==> src/rtl/hdmi_clk_switch_seq_pkg.sv <==
// Shared definitions for the HDMI pixel-clock switch sequencer:
// FSM state encoding, HDMI target resolution codes and the desired-select rule.
package hdmi_clk_switch_seq_pkg;

  // Raw encoding is exported on the debug status port, so values are fixed.
  typedef enum logic [2:0] {
    ST_INIT     = 3'd0,
    ST_IDLE     = 3'd1,
    ST_HOLD     = 3'd2,
    ST_SWITCH   = 3'd3,
    ST_SETTLE   = 3'd4,
    ST_WAIT_CFG = 3'd5,
    ST_RELEASE  = 3'd6
  } clksw_state_e;

  // HDMI target resolution codes (video-timings encoding)
  localparam logic [2:0] HDMI_TARGET_480P  = 3'd0;
  localparam logic [2:0] HDMI_TARGET_720P  = 3'd1;
  localparam logic [2:0] HDMI_TARGET_960P  = 3'd2;
  localparam logic [2:0] HDMI_TARGET_1080P = 3'd3;
  localparam logic [2:0] HDMI_TARGET_1200P = 3'd4;

  // Desired mux select: 1 = HDMI_CLKsub, 0 = HDMI_CLKmain
  function automatic logic desired_sel(input logic       low_latency,
                                       input logic       n64_interlaced,
                                       input logic       vga_for_480p,
                                       input logic [2:0] target);
    logic sel;
    if (low_latency)
      sel = n64_interlaced;
    else if (target == HDMI_TARGET_480P)
      sel = vga_for_480p;
    else
      sel = (target == HDMI_TARGET_960P) || (target == HDMI_TARGET_1200P);
    return sel;
  endfunction

endpackage

==> src/rtl/hdmi_clk_switch_seq_sel_debounce.sv <==
// Debouncer for the desired clock select: registers the request and reports
// when it has been unchanged for DEBOUNCE_CYCLES consecutive cycles.
module hdmi_clk_switch_seq_sel_debounce #(
  parameter int DEBOUNCE_CYCLES = 1024,
  parameter int CNT_W           = 20
) (
  input  logic clk,
  input  logic srst_n,
  input  logic sel_d,
  output logic sel_q,
  output logic sel_stable
);

  localparam logic [CNT_W-1:0] STAB_MAX = CNT_W'(DEBOUNCE_CYCLES);

  logic [CNT_W-1:0] stab_cnt_reg;

  // Sample the request and count how long it has matched the previous sample
  always_ff @(posedge clk) begin
    if (!srst_n) begin
      sel_q        <= 1'b0;
      stab_cnt_reg <= '0;
    end else begin
      sel_q <= sel_d;
      if (sel_d != sel_q)
        stab_cnt_reg <= '0;
      else if (stab_cnt_reg != STAB_MAX)
        stab_cnt_reg <= stab_cnt_reg + CNT_W'(1);
    end
  end

  assign sel_stable = (stab_cnt_reg == STAB_MAX);

endmodule

==> src/rtl/hdmi_clk_switch_seq.sv <==
// HDMI pixel-clock source switch sequencer (system clock domain).
// On a debounced change of the desired source: hold HDMI reset, switch the
// mux, let it settle, wait for the Si clock generator, then release.
// Optional build macro HDMI_CLKSW_STATUS_EN adds switch_cnt_o / state_o.
module hdmi_clk_switch_seq
  import hdmi_clk_switch_seq_pkg::*;
#(
  parameter int DEBOUNCE_CYCLES = 1024,
  parameter int PRE_CYCLES      = 64,
  parameter int POST_CYCLES     = 256,
  parameter int CFG_TIMEOUT     = 1048575,
  parameter int CNT_W           = 20
) (
  input  logic       SYS_CLK_i,
  input  logic       nSRST_i,
  input  logic       lowlatencymode,
  input  logic       N64_interlaced,
  input  logic       use_vga_for_480p,
  input  logic [2:0] target_resolution,
  input  logic       Si_cfg_done_i,
  output logic       HDMI_CLK_sel_o,
  output logic       HDMI_hold_nRST_o,
  output logic       busy_o,
  output logic       cfg_timeout_o
`ifdef HDMI_CLKSW_STATUS_EN
  ,
  output logic [7:0] switch_cnt_o,
  output logic [2:0] state_o
`endif
);

  // Terminal counts: a state lasting N cycles leaves when cnt == N-1
  localparam logic [CNT_W-1:0] PRE_LAST  = CNT_W'(PRE_CYCLES - 1);
  localparam logic [CNT_W-1:0] POST_LAST = CNT_W'(POST_CYCLES - 1);
  localparam logic [CNT_W-1:0] CFG_LAST  = CNT_W'(CFG_TIMEOUT - 1);

  clksw_state_e     state_reg, state_next;
  logic [CNT_W-1:0] cnt_reg, cnt_next;
  logic             sel_reg, sel_next;
  logic             hold_n_reg, hold_n_next;
  logic             timeout_reg, timeout_next;
  logic             si_prev_reg;
  logic             si_fall;
  logic             sel_d, sel_q, sel_stable;

  assign sel_d   = desired_sel(lowlatencymode, N64_interlaced, use_vga_for_480p,
                               target_resolution);
  assign si_fall = si_prev_reg && !Si_cfg_done_i;

  hdmi_clk_switch_seq_sel_debounce #(
    .DEBOUNCE_CYCLES(DEBOUNCE_CYCLES),
    .CNT_W          (CNT_W)
  ) u_sel_debounce (
    .clk       (SYS_CLK_i),
    .srst_n    (nSRST_i),
    .sel_d     (sel_d),
    .sel_q     (sel_q),
    .sel_stable(sel_stable)
  );

  // State, counter and registered outputs
  always_ff @(posedge SYS_CLK_i) begin
    if (!nSRST_i) begin
      state_reg   <= ST_INIT;
      cnt_reg     <= '0;
      sel_reg     <= 1'b0;
      hold_n_reg  <= 1'b0;
      timeout_reg <= 1'b0;
      si_prev_reg <= 1'b0;
    end else begin
      state_reg   <= state_next;
      cnt_reg     <= cnt_next;
      sel_reg     <= sel_next;
      hold_n_reg  <= hold_n_next;
      timeout_reg <= timeout_next;
      si_prev_reg <= Si_cfg_done_i;
    end
  end

  // Next-state logic; the mux select only moves on the way out of INIT or
  // into SWITCH, both of which happen with the HDMI domain held in reset.
  always_comb begin
    state_next   = state_reg;
    cnt_next     = cnt_reg + CNT_W'(1);
    sel_next     = sel_reg;
    timeout_next = timeout_reg;
    case (state_reg)
      ST_INIT: begin
        sel_next   = sel_d;
        state_next = ST_SETTLE;
      end
      ST_IDLE: begin
        // A stable select change wins; its sequence also waits for the Si.
        if (sel_stable && (sel_q != sel_reg))
          state_next = ST_HOLD;
        else if (si_fall)
          state_next = ST_WAIT_CFG;
      end
      ST_HOLD: begin
        if (cnt_reg == PRE_LAST) begin
          state_next = ST_SWITCH;
          sel_next   = sel_q;
        end
      end
      ST_SWITCH: state_next = ST_SETTLE;
      ST_SETTLE: begin
        if (cnt_reg == POST_LAST)
          state_next = ST_WAIT_CFG;
      end
      ST_WAIT_CFG: begin
        if (Si_cfg_done_i) begin
          timeout_next = 1'b0;
          state_next   = ST_RELEASE;
        end else if (cnt_reg == CFG_LAST) begin
          timeout_next = 1'b1;
          state_next   = ST_RELEASE;
        end
      end
      ST_RELEASE: state_next = ST_IDLE;
      default:    state_next = ST_INIT;
    endcase
    if ((state_next != state_reg) || (state_reg == ST_IDLE))
      cnt_next = '0;
    // Reset is released exactly when IDLE is (re)entered
    hold_n_next = (state_next == ST_IDLE);
  end

  assign HDMI_CLK_sel_o   = sel_reg;
  assign HDMI_hold_nRST_o = hold_n_reg;
  assign busy_o           = (state_reg != ST_IDLE);
  assign cfg_timeout_o    = timeout_reg;

`ifdef HDMI_CLKSW_STATUS_EN
  logic [7:0] switch_cnt_reg;

  // Saturating count of SWITCH entries for the debug register
  always_ff @(posedge SYS_CLK_i) begin
    if (!nSRST_i)
      switch_cnt_reg <= 8'd0;
    else if ((state_next == ST_SWITCH) && (state_reg != ST_SWITCH) &&
             (switch_cnt_reg != 8'hFF))
      switch_cnt_reg <= switch_cnt_reg + 8'd1;
  end

  assign switch_cnt_o = switch_cnt_reg;
  assign state_o      = state_reg;
`endif

endmodule
==> config.mk <==
export PLATFORM = sky130hd
export DESIGN_NAME = hdmi_clk_switch_seq
export DESIGN_NICKNAME = d
export VERILOG_FILES = /design/src/rtl/hdmi_clk_switch_seq_pkg.sv /design/src/rtl/hdmi_clk_switch_seq_sel_debounce.sv /design/src/rtl/hdmi_clk_switch_seq.sv
export SDC_FILE = /design/constraint.sdc
export NUM_CORES = 1
export LEC_CHECK = 0
export BUFFER_PORTS_ARGS = -buffer_cell sky130_fd_sc_hd__buf_2
export CAP_MARGIN = 20
export CORE_ASPECT_RATIO = 1.2
export CORE_MARGIN = 2
export CORE_UTILIZATION = 54
export DETAILED_ROUTE_END_ITERATION = 7
export PLACE_DENSITY = 0.73
export SYNTH_ARGS = -nofsm -noshare
export SYNTH_HDL_FRONTEND = slang
export SYNTH_SLANG_ARGS = --single-unit
==> constraint.sdc <==
create_clock -name SYS_CLK_i -period 1.6 [get_ports SYS_CLK_i]
set_input_delay 0.08 -clock SYS_CLK_i [delete_from_list [all_inputs] [get_ports SYS_CLK_i]]
set_output_delay 0.08 -clock SYS_CLK_i [all_outputs]
set_load 0.005 [all_outputs]
; ---- Word-level counts from Yosys, hierarchy flattened
; Index checks and enable logic that the tools add are counted.
[op_classes]
add_sub_neg = 2
eq_ne = 19
mux = 13
bitwise_logic = 1
reduce_logical = 14
[op_table]
columns = operator, count
row1 = $add 20x1->20 const B, 2
row2 = $eq 20x11->1 const B, 1
row3 = $eq 20x20->1 const B, 1
row4 = $eq 20x6->1 const B, 1
row5 = $eq 20x8->1 const B, 1
row6 = $ne 20x11->1 const B, 1
row7 = $mux 3, 6
row8 = $pmux 3 s6, 1
row9 = $eq 3x3->1 const B, 4
row10 = $eq 3x2->1 const B, 3
row11 = $eq 3x1->1 const B, 2
row12 = $logic_not 3->1, 2
row13 = $reduce_or 2->1, 3
row14 = $mux 1, 5
row15 = $reduce_and 2->1, 2
row16 = $reduce_bool 2->1, 2
row17 = $ne 3x1->1 const B, 1
row18 = $ne 3x3->1, 1
row19 = $logic_and 1x1->1, 2
row20 = $logic_or 1x1->1, 2
row21 = $ne 1x1->1, 2
row22 = $ne 2x2->1 const B, 1
row23 = $pmux 1 s2, 1
row24 = $logic_not 1->1, 1
row25 = $not 1->1, 1
[word_totals]
reg_bits = 48
inputBits = 9

; ---- Logic depth before layout (Yosys ltp)
[logic_depth]
depth_word = 8
depth_mapped = 8

; ---- By module
; From an unflattened synthesis, not the netlist that was laid out.
[unflattened]
hier_cells = 287
area_unflattened_um2 = 2438.6
[modules_own_cells]
columns = module, instances, cells_each, area_each_um2
row1 = hdmi_clk_switch_seq, 1, 166, 1391.3
row2 = hdmi_clk_switch_seq_sel_debounce, 1, 121, 1047.3

; ---- Least setup slack after synthesis
; Ideal clock, no wire load.
[synth_path]
kind = reg2reg
startpoint = register u_sel_debounce.stab_cnt_reg[0]
endpoint = register state_reg[0]
arrival_time_ns = 1.478
required_time_ns = 1.480
setup_slack_ns = 0.002
path_stages_with_launch = 8
n_path_buf = 0
synth_period_minus_slack_ns = 1.598
path_cell_list = dfxtp_1 -> inv_1 -> ha_1 -> nor4b_1 -> nand3_1 -> nor3_2 -> nor2_1 -> o31a_1
[synth_via]
elab_chain_len = 4
[synth_lines]
columns = element, line_no
row1 = start: declaration, hdmi_clk_switch_seq_sel_debounce.sv:16  ; logic [CNT_W-1:0] stab_cnt_reg;
row2 = start signal: assignment, hdmi_clk_switch_seq_sel_debounce.sv:28  ; stab_cnt_reg <= stab_cnt_reg + CNT_W'(1);
row3 = $eq 20x11->1, hdmi_clk_switch_seq_sel_debounce.sv:32  ; assign sel_stable = (stab_cnt_reg == STAB_MAX);
row4 = $logic_and 1x1->1, hdmi_clk_switch_seq.sv:94  ; if (sel_stable && (sel_q != sel_reg))
row5 = $mux 3, hdmi_clk_switch_seq.sv:94
row6 = $pmux 3 s6, hdmi_clk_switch_seq.sv:87  ; case (state_reg)
row7 = end signal: assignment, hdmi_clk_switch_seq.sv:71  ; state_reg <= state_next;
row8 = end: declaration, hdmi_clk_switch_seq.sv:37  ; clksw_state_e state_reg, state_next;
; No other way between the ends.
; A chain may end at the register's enable or synchronous reset.

; ---- Worst setup path in the final report
[layout_path]
startpoint = register cnt_reg[0]
endpoint = register cnt_reg[6]
[layout_via]
elab_chain_len = 7
[layout_lines]
columns = element, line_no
row1 = start: declaration, hdmi_clk_switch_seq.sv:38  ; logic [CNT_W-1:0] cnt_reg, cnt_next;
row2 = start signal: assignment, hdmi_clk_switch_seq.sv:72  ; cnt_reg <= cnt_next;
row3 = $eq 20x20->1, hdmi_clk_switch_seq.sv:114  ; end else if (cnt_reg == CFG_LAST) begin
row4 = $mux 3, hdmi_clk_switch_seq.sv:114
row5 = $mux 3, hdmi_clk_switch_seq.sv:111  ; if (Si_cfg_done_i) begin
row6 = $pmux 3 s6, hdmi_clk_switch_seq.sv:87
row7 = $ne 3x3->1, hdmi_clk_switch_seq.sv:122  ; if ((state_next != state_reg) || (state_reg == ST_IDLE))
row8 = $logic_or 1x1->1, hdmi_clk_switch_seq.sv:122
row9 = $reduce_or 2->1 (no line), n/a
; Parallel ways exist; a longest one is shown, timed or not.

==> summary.txt <==
Clock tree
  • H-tree depth: 2
  • Clock latency on the worst-skew pair: 0.29 ns
  • CTS tree: done
  • Clock transition at path regs: 0.08 ns
  • Root buf cell: clkbuf_8
  • Clock sinks: between 40 and 50
  • Number of buffers created by CTS: 5
  • Deepest clock path buffer count: 2

Detailed routing
  • Vias per Instance: about 5.3
  • Met1 WL: about 2100 um
  • Detail Route Antenna Nets: 0
  • Violation count after the first detailed-route iteration: 84
  • DR top layer: met4
  • Vias: between 2000 and 2500
  • Drt first pass iters: 4
  • DRT Wirelength: around 5000 um
  • DRC Markers: 0
  • WL per Instance: between 10 and 15 um
  • Routed wl met3: 100 um
  • Met2 WL: approximately 2700 um

Cells and area
  • Post-layout util: between 70% and 80%
  • Final cell count without fillers: 381
  • Share of post-route cells with drive strength above 1: around 34%
  • Filler cell count: ~300
  • Number of inserted diodes: 0
  • Area grow syn2layout: 31.5%
  • Fin nets: 338

Power
  • Tot Pwr: between 2 and 2.5 mW
  • Worst VDD drop: a little over 0.8 mV
  • Leakage: between 1 and 1.5 nW
  • Power per cell area: 721 nW/um2

Place
  • Post-Place Cells: around 370
  • Hpwl dp: about 3500 um
  • Final RePlAce weighted congestion: roughly 0.83
  • Port Buffers: 12

GRT
  • Largest net degree at the start of global routing: 16
  • Tot GR Track Use: a little over a fifth
  • Congestion Overflow GR: 0
  • Vias in the first global route: 1919
  • Initial antenna violation count: 0
  • First-pass GRT wire length: about 8200 um

Synthesis
  • Syn avg cell area: 8.67 um2
  • Post-synth top area cell: dfxtp_1
  • Mapped cell area: roughly 2300 um2
  • #FFs+latches synth: 48
  • Post-synth top flop: dfxtp_1
  • Netlist cell types: 43
  • Warnings from Yosys: 0
  • Cell count after synthesis: between 200 and 300
  • Area fraction of the dominant cell type after synthesis: around two fifths
  • Count leader, synth: dfxtp_1
  • Async set-reset flop share out of synthesis: 0%
  • Top post-synthesis cells by area: dfxtp_1, xor2_1, nor2_1, xnor2_1, nand2_1
  • Post-synth EDFFs: 0
  • Syn_nets: approximately 280
  • Register area share after synthesis: about two fifths
  • Post-synth top cells: dfxtp_1, nor2_1, xor2_1

Critical path
  • Crit path max-delay family: simple AND/OR/NAND/NOR gates
  • CP required: 1.79 ns
  • Worst-path fanout max: 8
  • CP startpoint kind: register
  • CP most frequent cell: nor3_2
  • Worst Path Buf+Inv: 2
  • Crit path kind: reg2reg
  • Setup crit end kind: register
  • Slowest library cell on the worst path: dfxtp_2
  • Critical path cell sequence: inv_2, ha_4, nand4_1, nor3_2, a21oi_2, a32oi_2, buf_6, nor3_2
  • WP data arrival: approximately 1.8 ns
  • Max stage delay on crit path: between 0.3 and 0.4 ns

Timing
  • Min Hold Slack: approximately 0.084 ns
  • Final Critical Period: roughly 1.6 ns
  • Max_slew headroom: slightly above 70%
  • Worst Clk Skew: about 0.0044 ns
  • Final setup margin: -0.0495 ns
  • Crit share post-route: 103%
  • FMAX: slightly above 600 MHz
  • RSZ-0062 raised after global routing: yes
  • Final Hold Viols: 0
  • Final setup violation count: 20
  • Final Slew Violations: 0
  • Setup_tns: -0.482 ns
  • Worst slew pin tran: between 0.4 and 0.5 ns

Floorplanning
  • # IOs: 13
  • Die width: between 60 and 70 um
  • Die Span Y: 75.6 um
  • Site Rows: 26
  • Initial core utilization: 54.9%
  • Core region area: around 4200 um2
  • Die ar.: 4810 um2

Status
  • Outcome: finished with violations
  • Failing checks: negative setup slack

Run
  • Max_cap viols: 0

Hold path
  • Worst min path class: in2reg
cell usage in the layout, fill, tap and decap left out, types with 2 or more instances in the layout:
master,n
nor3_1,4
dfxtp_1,44
buf_2,12
nand4_1,13
xnor2_1,12
or3_1,2
o31a_1,3
nor2b_1,2
nand3_2,3
and3_1,6
dfxtp_2,4
inv_1,4
nand2_1,22
xor2_1,26
nor3_4,2
o31ai_1,2
nor4_2,4
nor2_2,5
mux2i_1,2
inv_2,3
and2_1,3
nor2_1,40
buf_6,3
clkbuf_8,7
buf_4,44
and4_1,2
nor3_2,9
ha_2,3
nand3_1,13
nor4_1,4
cell type report:
| type | count | area [um2] | share of cell area, % |
|---|---|---|---|
| inverters | 7 | 26.3 | 0.866 |
| clock buffers | 7 | 96.3 | 3.18 |
| repair buffers | 60 | 444 | 14.6 |
| multi-input cells | 203 | 1430 | 47.2 |
| well taps | 56 | 70.1 | 2.31 |
| flip-flops and latches | 48 | 966 | 31.8 |
metal layers:
layer  GRT usage [%]  vias up
met1            23.6      949
met2            41.4       16
met3            5.32       10
met4            7.49        0
met5               0        -
li1                -     1031
repair_timing:
item / 4_1_cts / 5_1_grt
gates cloned: 1 / 0
endpoints found under the setup margin: 28 / 34
gates resized for setup: 12 / 31
setup buffers: 0 / 5
pin swaps: 4 / 25
hold buffers: 0 / 0
report_power, final:
group	leakage, nW	internal (mW)	switching (mW)
Sequential	0.390	1.21	0.0134
Combinational	0.722	0.0983	0.0982
Clock	0.0503	0.385	0.381
Total	1.16	1.69	0.493
per-stage QoR:
step / cell area, um2 / worst slack, ns
finish: 3030 / -0.0495
global route: 3030 / -0.126
CTS: 2870 / 0.0170
detailed placement: 2730 / -0.117
global placement: 2730 / -0.0172
floorplan: 2310 / 0.00187
worst paths after layout:
| path | startpoint | end | slack (ns) | cells after the start |
|---|---|---|---|---|
| worst max-delay path | cnt_reg[0] | cnt_reg[6] | -0.05 | 8 |
| worst min-delay path | Si_cfg_done_i | si_prev_reg | 0.08 | 2 |
| worst max register to register | cnt_reg[0] | cnt_reg[6] | -0.05 | 8 |
| worst min register to register | u_sel_debounce.stab_cnt_reg[10] | u_sel_debounce.stab_cnt_reg[10] | 0.55 | 2 |
kinds of logic (layout without fill, tap and decap cells):
family | after synthesis | count (layout) | share of synthesized area (%)
AOI/OAI and AO/OA | 15 | 15 | 5.64
xor gates and xnor gates | 38 | 38 | 14.4
adders and majority gates | 4 | 4 | 2.17
buffers and inverters | 15 | 74 | 2.77
DFF | 48 | 48 | 41.7
muxes | 4 | 4 | 2.01
and+or+nand+nor | 142 | 142 | 31.3
No activity file was read; power rests on OpenSTA's default activity.
